==> config.mk <==
export PLATFORM = sky130hd
export DESIGN_NAME = spram_slot_sched
export DESIGN_NICKNAME = d
export VERILOG_FILES = /design/src/rtl/pdm_pkg.sv /design/src/rtl/row_burst_ctr.sv /design/src/rtl/spram_slot_sched.sv
export SDC_FILE = /design/constraint.sdc
export NUM_CORES = 1
export LEC_CHECK = 0
export ABC_AREA = 0
export CAP_MARGIN = 10
export CORE_UTILIZATION = 25
export DETAILED_ROUTE_END_ITERATION = 16
export GPL_ROUTABILITY_DRIVEN = 0
export PLACE_DENSITY = 0.74
export SLEW_MARGIN = 20
export SYNTH_ARGS = -nofsm -noshare
export SYNTH_HDL_FRONTEND = slang
export SYNTH_HIERARCHICAL = 1
export SYNTH_SLANG_ARGS = --single-unit
==> constraint.sdc <==
create_clock -name fast_clk -period 1.3 [get_ports fast_clk]
set_input_delay 0.26 -clock fast_clk [delete_from_list [all_inputs] [get_ports fast_clk]]
set_output_delay 0.26 -clock fast_clk [all_outputs]
set_load 0.02 [all_outputs]
==> src/rtl/pdm_pkg.sv <==
// pdm_pkg: shared defaults and slot-phase encoding for the SPRAM slot scheduler
package pdm_pkg;
   localparam int ROWS_DEF  = 4;
   localparam int COLS_DEF  = 8;
   localparam int DW_DEF    = 16;
   localparam int BANKS_DEF = 2;
   typedef enum logic {SLOT_READ = 1'b0, SLOT_WRITE = 1'b1} slot_t;
endpackage

==> src/rtl/row_burst_ctr.sv <==
// row_burst_ctr: row/column walker for one burst of a panel row; last flags the final row of a frame
module row_burst_ctr #(
   parameter int RB = 2,
   parameter int CB = 3
) (
   input  logic          fast_clk,
   input  logic          reset,
   input  logic          start,
   input  logic          advance,
   output logic [RB-1:0] row,
   output logic [CB-1:0] col,
   output logic          busy,
   output logic          last
);
   always_ff @(posedge fast_clk)
      if (reset) begin
         row  <= '1;
         col  <= '0;
         busy <= 1'b0;
      end else if (start && !busy) begin
         row  <= row + 1'b1;
         col  <= '0;
         busy <= 1'b1;
      end else if (advance && busy) begin
         col  <= col + 1'b1;
         if (&col) busy <= 1'b0;
      end
   assign last = &row;
endmodule

==> src/rtl/spram_slot_sched.sv <==
// spram_slot_sched: shares one SPRAM between scan-out reads (even slots) and renderer writes (odd slots)
module spram_slot_sched
   import pdm_pkg::*;
#(
   parameter int ROWS  = ROWS_DEF,
   parameter int COLS  = COLS_DEF,
   parameter int DW    = DW_DEF,
   parameter int BANKS = BANKS_DEF,
   localparam int RB = $clog2(ROWS),
   localparam int CB = $clog2(COLS),
   localparam int BB = $clog2(BANKS),
   localparam int AB = BB + RB + CB
) (
   input  logic          fast_clk,
   input  logic          reset,
   input  logic          rd_start,
   output logic          rd_busy,
   output logic          rd_data_valid,
   output logic [DW-1:0] rd_data,
   output logic [RB-1:0] rd_row_o,
   output logic [CB-1:0] rd_col_o,
   output logic          rd_overrun,
   input  logic          wr_start,
   output logic          wr_busy,
   input  logic          wr_valid,
   input  logic [DW-1:0] wr_data,
   output logic          wr_ready,
   output logic          wr_overrun,
   input  logic          swap_req,
   output logic          frame_swapped,
   output logic [BB-1:0] disp_bank,
   output logic [AB-1:0] spram_addr,
   output logic [DW-1:0] spram_wdata,
   output logic          spram_wren,
   input  logic [DW-1:0] spram_rdata
);
   slot_t         phase;
   logic [RB-1:0] rd_row, wr_row;
   logic [CB-1:0] rd_col, wr_col;
   logic [BB-1:0] render_bank;
   logic          rd_last, wr_last, rd_issue, wr_accept, swap_pending, swap_fire;

   assign render_bank = disp_bank + 1'b1;
   assign rd_issue    = rd_busy && phase == SLOT_READ;
   // gated by reset so an aborted burst cannot strobe a write in the reset cycle
   assign wr_ready    = wr_busy && phase == SLOT_WRITE && !reset;
   assign wr_accept   = wr_valid && wr_ready;
   assign swap_fire   = swap_pending && !rd_busy && !wr_busy && rd_last && wr_last;

   row_burst_ctr #(.RB(RB), .CB(CB)) u_rd (
      .fast_clk, .reset, .start(rd_start), .advance(rd_issue),
      .row(rd_row), .col(rd_col), .busy(rd_busy), .last(rd_last)
   );
   row_burst_ctr #(.RB(RB), .CB(CB)) u_wr (
      .fast_clk, .reset, .start(wr_start), .advance(wr_accept),
      .row(wr_row), .col(wr_col), .busy(wr_busy), .last(wr_last)
   );

   always_ff @(posedge fast_clk)
      if (reset) begin
         phase         <= SLOT_READ;
         disp_bank     <= '0;
         swap_pending  <= 1'b0;
         frame_swapped <= 1'b0;
         rd_data_valid <= 1'b0;
         rd_row_o      <= '0;
         rd_col_o      <= '0;
      end else begin
         phase         <= phase == SLOT_READ ? SLOT_WRITE : SLOT_READ;
         swap_pending  <= !swap_fire && (swap_pending || swap_req);
         frame_swapped <= swap_fire;
         if (swap_fire) disp_bank <= render_bank;
         rd_data_valid <= rd_issue;
         if (rd_issue) begin
            rd_row_o <= rd_row;
            rd_col_o <= rd_col;
         end
      end

   assign rd_overrun  = rd_start && rd_busy && !reset;
   assign wr_overrun  = wr_start && wr_busy && !reset;
   assign rd_data     = rd_data_valid ? spram_rdata : '0;
   assign spram_addr  = phase == SLOT_WRITE ? {render_bank, wr_row, wr_col} : {disp_bank, rd_row, rd_col};
   assign spram_wdata = wr_data;
   assign spram_wren  = wr_accept;
endmodule

==> results.rst <==
.. list-table::
   :header-rows: 1

   * - Metric
     - Value
   * - Run status
     - complete, but fails checks
   * - Violations in the final reports
     - setup timing
   * - Starting utilization of the core area
     - roughly a quarter
   * - Number of endpoints with negative hold slack in the final report
     - 0
   * - Crit path kind
     - reg2reg
   * - Dominant combinational cell family by area after synthesis
     - simple AND/OR/NAND/NOR gates
   * - Kind of start point of the critical path
     - flop
   * - Total standard cell area after synthesis
     - 1290 um^2
   * - Count of pins over their slew limit
     - 0
   * - Die width
     - approximately 74 um
   * - Final setup violation count
     - 11
   * - Post-route fraction of the period consumed by the critical path
     - 111%
   * - CP endpoint kind
     - flop
   * - Leading area contributor after synthesis
     - dfxtp_1
   * - Largest net degree at the start of global routing
     - 18
   * - Global routing usage summed across all routing layers
     - about an eighth
   * - Clock tree from TritonCTS
     - yes
   * - Hold Worst Slack
     - 422 ps
   * - Cells along the critical path
     - buf_6 > and3b_2 > and2_4 > buf_6 > mux2_4 > o21ai_2 > and2b_1
   * - First-pass GRT wire length
     - 5280 um
   * - Count of hold buffers inserted by post-cts repair
     - 0
   * - Number of nets in the layout
     - roughly 250
   * - Die Height
     - between 70 and 80 um
   * - Mapped Avg Cell Area
     - around 9.7 um^2
   * - Highest-utilization routing layer at the global route stage
     - met2
   * - Synthesis warning total
     - 6
   * - Area fraction in and, or, nand and nor cells after synthesis
     - 22.2%
   * - Antenna diode count
     - 0
   * - Max-Cap Viols
     - 0
   * - Synthesized-area fraction occupied by adder cells
     - approximately 5.8%
   * - Delay of the slowest critical-path stage
     - 350 ps
   * - Post-DP HPWL
     - 2600 um
   * - Wire length per cell after detailed routing
     - between 10 and 15 um
   * - Area of the die
     - around 5500 um^2
   * - Final critical path time including I/O delays and setup
     - approximately 1400 ps
   * - Total number of vias
     - between 1,000 and 1,500
   * - Unrepaired setup endpoints after global routing
     - yes
   * - Filler Cell Count
     - 450
   * - CTS Root Buffer Type
     - clkbuf_8
   * - Setup slack after layout
     - -148 ps
   * - Nets in the synthesized netlist
     - roughly 180
   * - Core footprint
     - 4850 um^2
   * - Ratio of routed vias to standard cells
     - approximately 4.4
   * - Worst-case headroom to the max-slew limit
     - 84.0%
   * - Met2 GRT Util
     - 24.4%
   * - CTS Sinks
     - 22
   * - DRT Pass-1 Iters
     - 4
   * - Count of pins on the block boundary
     - 90
   * - Critical-path cell with the highest stage delay
     - dfxtp_2
   * - Worst path bufs/invs
     - 2
   * - Fraction of final layout cells with drive strength greater than 1
     - approximately half
   * - Post-synthesis sequential area ratio
     - about a third
   * - Kind of cell with the highest combined delay on the critical path
     - simple AND/OR/NAND/NOR gates
   * - Endpoint required time on the critical path
     - 1520 ps
   * - Synthesized instance count
     - 133
   * - Distinct cell type count of the synthesized netlist
     - 29
   * - Utilization after layout
     - 45.7%
   * - Critical path's most frequent cell
     - buf_6
   * - Inserted Clock Buffers
     - 3
   * - Vias in the first global route
     - around 1,100
   * - Antenna violations before repair
     - 0
   * - Worst slew pin tran
     - approximately 240 ps
   * - VDD IR max
     - between 0.6 and 0.7 mV
   * - H-tree level count
     - 1
   * - Reported leakage power
     - 1.05 nW
   * - Total congestion overflow
     - 0
   * - Starting DRC count in detailed routing
     - 20
   * - #FFs+latches synth
     - 22
   * - Row count
     - 25
   * - Met1 track utilization from global routing
     - 13.7%
   * - Pwr Density
     - roughly 780 nW/um^2
   * - Clock tree buffer depth
     - 2
   * - Count of buffers from port buffering
     - 57
   * - Fmax
     - approximately 690 MHz
   * - Compound-Gate Fraction of Synth Area
     - ~8%
   * - Data arrival time of the critical path
     - about 1700 ps
   * - Clock-pin slew on the worst setup and hold paths
     - 80 ps
   * - Xor/xnor cell area share of the yosys netlist
     - slightly above 2%
   * - Relative area change from synthesis to final layout
     - 71.7%
   * - Clk_skew
     - between 8 and 9 ps
   * - GR met3 Demand/Resource
     - between 3 and 4%
   * - Share of the synthesized area in the top cell type
     - about a third
   * - Clock latency at the later pin of the worst-skew pair
     - between 200 and 300 ps
   * - Number of nets still failing antenna checks after routing
     - 0
   * - Min-Delay Path Class
     - in2reg
   * - Top cells by area in the synthesized netlist
     - dfxtp_1, buf_4, and2_1, ha_1, mux2i_1
   * - Peak fanout along the critical path
     - 4
   * - Final routed DRC violation total
     - 0
   * - Routed WL
     - approximately 3500 um
   * - Mux share of post-synthesis cell area
     - 13.0%
## flip-flops by register name, indices dropped and copies added, names as in the netlist
signal and count:
rd_col_o 3, u_rd/col 3, u_wr/col 3, rd_row_o 2
u_rd/row 2, u_wr/row 2, disp_bank 1, frame_swapped 1
phase 1, rd_data_valid 1, swap_pending 1, u_rd/busy 1
u_wr/busy 1
## stage by stage
step           TNS (ps)  power, W  area, um^2  setup WS, ps  instances
6_report          -1250   0.00173        2210          -148        275
5_1_grt           -1920   0.00183        2210          -180        275
4_1_cts           -1500   0.00166        1980          -201        269
3_5_place_dp     -14230   0.00125        1990          -722        262
3_3_place_gp     -13750   0.00124        1990          -707        262
2_1_floorplan      -197   0.00106        1290         -99.0        133
## final cells by class
class | count | area, um^2 | share of cell area [%]
flip-flops and latches | 22 | 450 | 20.3
clock buffers | 3 | 41.3 | 1.86
well taps | 67 | 83.8 | 3.79
repair buffers | 94 | 890 | 40.2
inverters | 4 | 15.0 | 0.678
multi-input cells | 85 | 734 | 33.2
## cell usage in the layout, fill, tap and decap left out, types with 4 or more instances in the layout
cell type / n
ha_1: 4
a21oi_1: 4
buf_2: 5
inv_1: 4
mux2i_1: 7
mux2_4: 8
and2_4: 5
nor2_1: 10
and2_1: 12
buf_6: 34
dfxtp_2: 8
clkdlybuf4s50_1: 18
buf_4: 27
dlygate4sd2_1: 7
dfxtp_1: 14
nor2b_1: 4
## per-layer routing
metal | up-vias | share of wire, %
met5 | - | 0
met4 | 0 | 1.3
met3 | 8 | 9.1
met2 | 61 | 52
met1 | 555 | 38
li1 | 581 | -
## final timing paths
| kind | endpoint | slack (ps) | depth (start not counted) | start |
|---|---|---|---|---|
| setup / recovery | u_wr/col[1] | -150 | 7 | phase |
| hold / removal | u_wr/col[0] | 420 | 3 | reset |
| setup reg to reg | u_wr/col[1] | -150 | 7 | phase |
| hold reg to reg | swap_pending | 490 | 2 | swap_pending |
## repair_timing
action / CTS / global route
endpoints found under the setup margin: 42 / 40
hold endpoints to repair: 0 / 0
resized for setup: 146 / 68
setup buffers: 4 / 6
pin swaps: 7 / 3
## where the power goes
| part | total, W | switching, W | leakage, nW | internal, W |
|---|---|---|---|---|
| combinational | 0.000564 | 0.000236 | 0.848 | 0.000329 |
| clock | 0.000421 | 0.000215 | 0.0216 | 0.000207 |
| sequential | 0.000748 | 0.0000298 | 0.180 | 0.000718 |
| total | 0.00173 | 0.000480 | 1.05 | 0.00125 |
## cell usage after synthesis (all sizes together)
master  instances
a211o           2
a21oi           4
ha              6
o21ai           2
and2b           2
a311oi          2
xnor2           2
xor2            1
nor3            2
mux2            8
clkbuf          1
and3b           3
buf            21
and2           17
nor2           11
dfxtp          22
nand2b          2
inv             4
nor2b           7
nand4b          1
a211oi          4
mux2i           7
nand3           2
## worst register-to-register path, delay by kind of cell, from the launching register on
| family | cells | cell delay (ps) |
|---|---|---|
| compound gates | 1 | 110 |
| buf+inv | 2 | 240 |
| flops | 1 | 350 |
| mux | 1 | 270 |
| simple gates | 3 | 450 |
## kinds of logic (layout without fill, tap and decap cells)
| family | count (synthesis) | in the layout |
|---|---|---|
| xor+xnor | 3 | 3 |
| flops | 22 | 22 |
| mux | 15 | 15 |
| fa+ha+maj | 6 | 6 |
| buf+inv | 26 | 101 |
| simple gates | 47 | 47 |
| compound gates | 14 | 14 |
(Power assumes the default switching activity.)
